--- src/rtl/pe_weight_loader_if.sv ---
// rtl/pe_weight_loader_if.sv - weight stream and PE-chain drive bundle for pe_weight_loader
interface pe_weight_loader_if #(
    parameter int W = 8
);
    logic                s_valid;
    logic                s_ready;
    logic signed [W-1:0] s_data;
    logic                hold;
    logic signed [W-1:0] pe_a;
    logic                pe_load;
    logic                done;
    logic                weights_valid;

    modport master (
        output s_valid, s_data, hold,
        input  s_ready, pe_a, pe_load, done, weights_valid
    );

    modport slave (
        input  s_valid, s_data, hold,
        output s_ready, pe_a, pe_load, done, weights_valid
    );
endinterface

--- src/rtl/pe_weight_loader.sv ---
// rtl/pe_weight_loader.sv - buffers N weights, then shifts them into a weight-stationary PE chain
module pe_weight_loader #(
    parameter int W = 8,
    parameter int N = 4
) (
    input logic              clk,
    input logic              rst,
    pe_weight_loader_if.slave bus
);
    localparam int IW = (N > 1) ? $clog2(N) : 1;
    localparam logic [IW-1:0] LAST = IW'(N - 1);

    typedef enum logic [1:0] {IDLE, FILL, SHIFT, DONE} state_t;

    state_t              state, state_nxt;
    logic signed [W-1:0] wbuf [N];
    logic [IW-1:0]       cnt;
    logic [IW-1:0]       idx;
    logic                wv;

    logic                accept;
    logic                s_ready;
    logic                pe_load;
    logic signed [W-1:0] pe_a;
    logic                done;

    always_comb begin
        state_nxt = state;
        accept    = 1'b0;
        s_ready   = 1'b0;
        pe_load   = 1'b0;
        pe_a      = '0;
        done      = 1'b0;
        case (state)
            IDLE, FILL: begin
                s_ready = 1'b1;
                accept  = bus.s_valid;
                if (accept)
                    state_nxt = (cnt == LAST) ? SHIFT : FILL;
            end
            SHIFT: begin
                // Last buffered word goes out first so word k settles in PE k.
                pe_load = !bus.hold;
                pe_a    = wbuf[idx];
                if (pe_load && idx == '0)
                    state_nxt = DONE;
            end
            DONE: begin
                done      = 1'b1;
                state_nxt = IDLE;
            end
            default: state_nxt = IDLE;
        endcase
    end

    always_ff @(posedge clk) begin
        if (rst) begin
            state <= IDLE;
            cnt   <= '0;
            idx   <= '0;
            wv    <= 1'b0;
            for (int i = 0; i < N; i++)
                wbuf[i] <= '0;
        end else begin
            state <= state_nxt;
            if (accept) begin
                wbuf[cnt] <= bus.s_data;
                if (cnt == LAST) begin
                    cnt <= '0;
                    idx <= LAST;
                end else begin
                    cnt <= cnt + 1'b1;
                end
            end
            // The first strobe starts overwriting the chain, so the old set is gone.
            if (pe_load) begin
                wv <= 1'b0;
                if (idx != '0)
                    idx <= idx - 1'b1;
            end
            if (done)
                wv <= 1'b1;
        end
    end

    assign bus.s_ready       = s_ready;
    assign bus.pe_load       = pe_load;
    assign bus.pe_a          = pe_a;
    assign bus.done          = done;
    assign bus.weights_valid = wv | done;
endmodule
--- src/flat_wrapper.sv ---
// flat-port wrapper written by rule: the top's interface ports become plain ports
module pe_weight_loader_flat 
#(
    parameter int W = 8,
    parameter int N = 4
)
  (clk, rst, bus_s_valid, bus_s_data, bus_hold, bus_s_ready, bus_pe_a, bus_pe_load, bus_done, bus_weights_valid);
  pe_weight_loader_if #(.W(W)) bus_i ();
  input logic clk;
  input logic rst;
  input wire logic [$bits(bus_i.s_valid)-1:0] bus_s_valid;
  input wire logic [$bits(bus_i.s_data)-1:0] bus_s_data;
  input wire logic [$bits(bus_i.hold)-1:0] bus_hold;
  output wire logic [$bits(bus_i.s_ready)-1:0] bus_s_ready;
  output wire logic [$bits(bus_i.pe_a)-1:0] bus_pe_a;
  output wire logic [$bits(bus_i.pe_load)-1:0] bus_pe_load;
  output wire logic [$bits(bus_i.done)-1:0] bus_done;
  output wire logic [$bits(bus_i.weights_valid)-1:0] bus_weights_valid;
  assign bus_i.s_valid = bus_s_valid;
  assign bus_i.s_data = bus_s_data;
  assign bus_i.hold = bus_hold;
  assign bus_s_ready = bus_i.s_ready;
  assign bus_pe_a = bus_i.pe_a;
  assign bus_pe_load = bus_i.pe_load;
  assign bus_done = bus_i.done;
  assign bus_weights_valid = bus_i.weights_valid;
  pe_weight_loader #(.W(W), .N(N)) u_core (.clk(clk), .rst(rst), .bus(bus_i));
endmodule
--- config.mk ---
export PLATFORM = sky130hd
export DESIGN_NAME = pe_weight_loader_flat
export DESIGN_NICKNAME = d
export VERILOG_FILES = /design/src/rtl/pe_weight_loader_if.sv /design/src/rtl/pe_weight_loader.sv /design/src/flat_wrapper.sv
export SDC_FILE = /design/constraint.sdc
export NUM_CORES = 1
export LEC_CHECK = 0
export CAP_MARGIN = 25
export CORE_UTILIZATION = 25
export DETAILED_ROUTE_END_ITERATION = 8
export PLACE_DENSITY_LB_ADDON = 0.12
export REMOVE_ABC_BUFFERS = 1
export SYNTH_ARGS = -nofsm -noshare
export SYNTH_HDL_FRONTEND = slang
export SYNTH_SLANG_ARGS = --single-unit
--- constraint.sdc ---
create_clock -name clk -period 1.6 [get_ports clk]
set_input_delay 0.4 -clock clk [delete_from_list [all_inputs] [get_ports clk]]
set_output_delay 0.4 -clock clk [all_outputs]
set_load 0.05 [all_outputs]
## Word-level counts from Yosys, hierarchy flattened

Memory sizes are Yosys's and may differ from the RTL's. A register that Yosys moved wholly into a read port is not among the register bits.
Index checks and enable logic that the tools add are counted.
Widths: inputs -> output; s select.

| storage, ports and cells | value |
|---|---|
| output and inout port bits | 12 |
| memories | 1 |
| bits in writable memories | 32 |
| flip-flop bits (word level) | 7 |
| input port bits | 12 |
| latch bits | 0 |
| word-level logic and storage cells | 48 |
| bits in read-only memories | 0 |

| operators by class | value |
|---|---|
| add/subtract/negate cells | 2 |
| shift-type cells | 0 |
| bitwise logic cells | 1 |
| reduce and logical (&&, ||, !) cells | 9 |
| eq/ne operators | 6 |
| muxes and demuxes | 25 |
| $lt $le $gt $ge | 0 |
| multipliers | 0 |
| divide/modulo/power cells | 0 |

Memories:

| name | depth | width | read ports | clocked after Yosys merged registers in | write ports | line | source |
|---|---|---|---|---|---|---|---|
| u_core.wbuf | 4 | 8 | 1 | 1 | 4 | pe_weight_loader.sv:16 | `logic signed [W-1:0] wbuf [N];` |

Operator list:

| cell | count |
|---|---|
| $mux 2 | 10 |
| $mux 8 | 2 |
| $mux 1 | 12 |
| $reduce_or 8->1 | 1 |
| $eq 2x2->1 const B | 3 |
| $pmux 2 s3 | 1 |
| $logic_not 2->1 | 2 |
| $reduce_bool 2->1 | 2 |
| $add 2x1->2 const B | 1 |
| $eq 2x1->1 const B | 1 |
| $ne 2x1->1 const B | 1 |
| $ne 2x2->1 const B | 1 |
| $reduce_and 2->1 | 1 |
| $reduce_or 2->1 | 1 |
| $sub 2x1->2 const B | 1 |
| $logic_and 1x1->1 | 1 |
| $logic_not 1->1 | 1 |
| $or 1x1->1 | 1 |

## Logic depth before layout (Yosys ltp)

| depth | value |
|---|---|
| depth after elaboration | 8 |
| mapped depth | 4 |
| gate-level depth less buffers | 4 |

## Worst setup path after synthesis

OpenSTA, ideal clock, no wires.

| timing | value |
|---|---|
| path kind | register to output |
| start | reg u_core.idx[1] (netlist name) |
| end | out bus_pe_a[0] |
| stages on the path, launching flop included | 4 |
| arrival time | 1601 ps |
| data required time | 1200 ps |
| slack | -401 ps |
| path buffers | 1 |
| cell sequence | dfxtp_1 -> buf_1 -> mux4_2 -> nor2b_1 |

RTL lines:

| what | line | source |
|---|---|---|
| end, declared | flat_wrapper.sv:15 | `output wire logic [$bits(bus_i.pe_a)-1:0] bus_pe_a;` |

==> results.md <==
* Critical Path AT at 1.57 ns
* Gpl congestion at 0.6661
* Nets@finish at 182
* Tot Pwr at roughly 2.0 mW
* EDFF count, synth at 32
* Global route overflow at 0
* Unrepaired setup endpoints after global routing: true
* Hold path startpoint: u_core.cnt[1]
* Count of state elements after synthesis at 39
* Mapped Area at 1790 µm²
* Reg-to-reg setup timing slack at 0.16 ns
* Max cap viols at 0
* Crit. End Element: output pin
* Hold path depth at 2
* R2r startpoint: u_core.state[1]
* CP startpoint kind: register
* Max clock buf depth at 2
* Fin crit period at 1.975 ns
* Asr flop ratio synth at 0
* Synth area leader: edfxtp_1
* Synth area leaders: edfxtp_1, and2_1, mux4_2
* Number of diodes at 0
* Setup WS post-layout at -0.3745 ns
* Gr usage total at 0.1178
* Dpl hpwl at about 2.9 mm
* Worst path required time at 1.20 ns
* Final worst-path cycle share at 1.234
* I/O Pins at 24
* Top cell type's share of synthesized area at 0.5367
* Failing checks: negative setup slack
* Worst-path clk slew at around 0.08 ns
* Crit-path max FO at 5
* Clk root buf: clkbuf_8
* Post-DRT Antenna Nets at 0
* Depth of the worst register-to-register path at 3
* Drt pass-1 iters at 4
* Largest net degree at the start of global routing at 13
* Die height at 86.63 µm
* Initial antenna violation count at 0
* Hold EP: u_core.cnt[1]
* Fillers at approximately 670
* Area of the multi-input gates at 763.2 µm²
* Clk Latency, worst-skew pair at 0.29 ns
* Outcome: complete, but fails checks
* Met2 Use GR at 0.2049
* DR DRC count at 0
* Share of cells above drive strength 1 at 0.3824
* P_leak at around 0.93 nW
* Area Growth Syn to Fin at 40.95%
* Syn Inst Count at 125
* Syn Area/Cell at 14.32 µm²
* Vias in the first global route at 1196
* Slew at the pin closest to its max-slew limit at 0.3048 ns
* First-pass GRT wire length at 6.285 mm
* Vias/cell at between 4 and 5
* H-tree depth at 2
* GR Util met1 at 0.1406
* Initial core utilization at 0.2607
* Top FF cell, synth: edfxtp_1
* Cts bufs inserted at 5
* Min-Delay Path Class: register to register
* Drt wl/cell at 14.66 µm
* Maximum vdd drop at 0.2543 mV
* Critical Path Start: u_core.idx[0]
* Die Width at 86.63 µm
* CTS tree: yes
* Final Slew Violations at 0
* Final setup vio count at 9
* Total negative slack at -3.036 ns
* Drt first-iter violations at 33
* Most numerous cell in the Yosys netlist: and2_1
* Synth top cells by count: and2_1, edfxtp_1, nor2b_1
* Busiest grt layer: met2
* Achievable frequency at 506.5 MHz
* Clk sink count at 39
* Crit path kind: register to output pin
* Dpl cells at ~260
* Sequential area share after synthesis at 0.6150
* Fin cells at 266
* R2R Path End: u_core.wbuf[0][3]
* FP Rows at 30
* Area occupied by registers at 1104 µm²
* Core footprint at 6869 µm²
* Port buffer count at 23
* DIE AREA at 7504 µm²
* Synth unique cells at 26
* Slew headroom at 0.7968
* Worst clock skew at 0.004718 ns
* WL final at between 3 and 4 mm
* Final Hold Viols at 0
* Via Count at approximately 1100
* M3 GR Usage at 0.03143
* Pwr Density at 811.6 nW/µm²
* Ys Warns at 0
## report_power, final
group | switching, mW | internal (mW) | leakage (nW)
logic | 0.0966 | 0.125 | 0.500
registers | 0.0289 | 1.16 | 0.391
clock network | 0.342 | 0.296 | 0.0392
total | 0.467 | 1.58 | 0.929
## cells in the final DEF, fill, tap and decap left out, types with 2 or more instances in the layout
master	synthesis	routed
a21oi_1	3	3
and2_1	33	33
buf_12	0	6
buf_4	0	15
buf_6	0	9
clkbuf_8	0	5
clkdlybuf4s50_1	0	9
clkinv_1	0	2
dfxtp_1	7	5
dfxtp_2	0	2
edfxtp_1	32	32
inv_1	2	2
mux2i_1	2	2
mux4_2	8	8
nand2_1	3	3
nor2_1	4	4
nor2b_4	0	8
nor4b_4	0	2
or2_2	4	2
or2_4	0	2
## metal layers
| metal | vias to the layer above | part of all wire |
|---|---|---|
| met5 | - | 0 |
| li1 | 541 | - |
| met1 | 560 | 0.41 |
| met3 | 5 | 0.031 |
| met4 | 0 | 0.016 |
| met2 | 19 | 0.54 |
## worst max-delay path by stage
stage,end,slack [ns],depth (start not counted)
after floorplan,bus_pe_a[0],-0.46,2
after global placement,u_core.wbuf[2][5],-0.34,4
after detailed placement,u_core.wbuf[2][3],-0.41,4
after CTS,bus_pe_a[6],-0.40,4
after global routing,bus_pe_a[6],-0.42,4
final,bus_pe_a[6],-0.37,4
## worst max-delay path, stage by stage (launching register included)
cell and delay (ns):
dfxtp_2 0.37, buf_12 0.12, mux4_2 0.49, nor2b_4 0.14, buf_6 0.16
## flip-flops by register name (all words and copies together) (netlist names)
signal	count
u_core.cnt	2
u_core.state	2
u_core.wbuf	32
u_core.wv	1
u_core.idx	2
## per-stage QoR
stage	worst slack, ns	utilization	cell area [µm²]	hold WS, ns
3_5_place_dp	-0.4089	0.3355	2305	0.6038
4_1_cts	-0.3956	0.3623	2489	0.6245
3_3_place_gp	-0.3398	0.3355	2305	0.5909
5_1_grt	-0.4193	0.3674	2524	0.7029
6_report	-0.3745	0.3674	2524	0.6354
2_1_floorplan	-0.4557	-	1774	0.4691
## area by class of cell
class | instances | area share
Clock buffer | 5 | 0.02727
Clock inverter | 3 | 0.005949
Inverter | 2 | 0.002975
Multi-Input combinational cell | 80 | 0.3024
Sequential cell | 39 | 0.4373
Tap cell | 96 | 0.04760
Timing Repair Buffer | 41 | 0.1765
## repair_timing
action | CTS | global route
setup buffers | 0 | 0
pin swaps | 2 | 1
hold buffers | 0 | 0
gates resized for setup | 27 | 9
cloned | 0 | 0
endpoints found under the setup margin | 26 | 47
## kinds of logic (layout without fill, tap and decap cells)
kind of cell / after synthesis / after routing / synth area share
simple gates: 61 / 61 / 0.2215
flops: 39 / 39 / 0.6150
mux: 10 / 10 / 0.1118
compound gates: 8 / 8 / 0.03145
buf+inv: 6 / 51 / 0.01328
fa+ha+maj: 1 / 1 / 0.006987
Note: power is estimated with default switching activity, not from simulation.
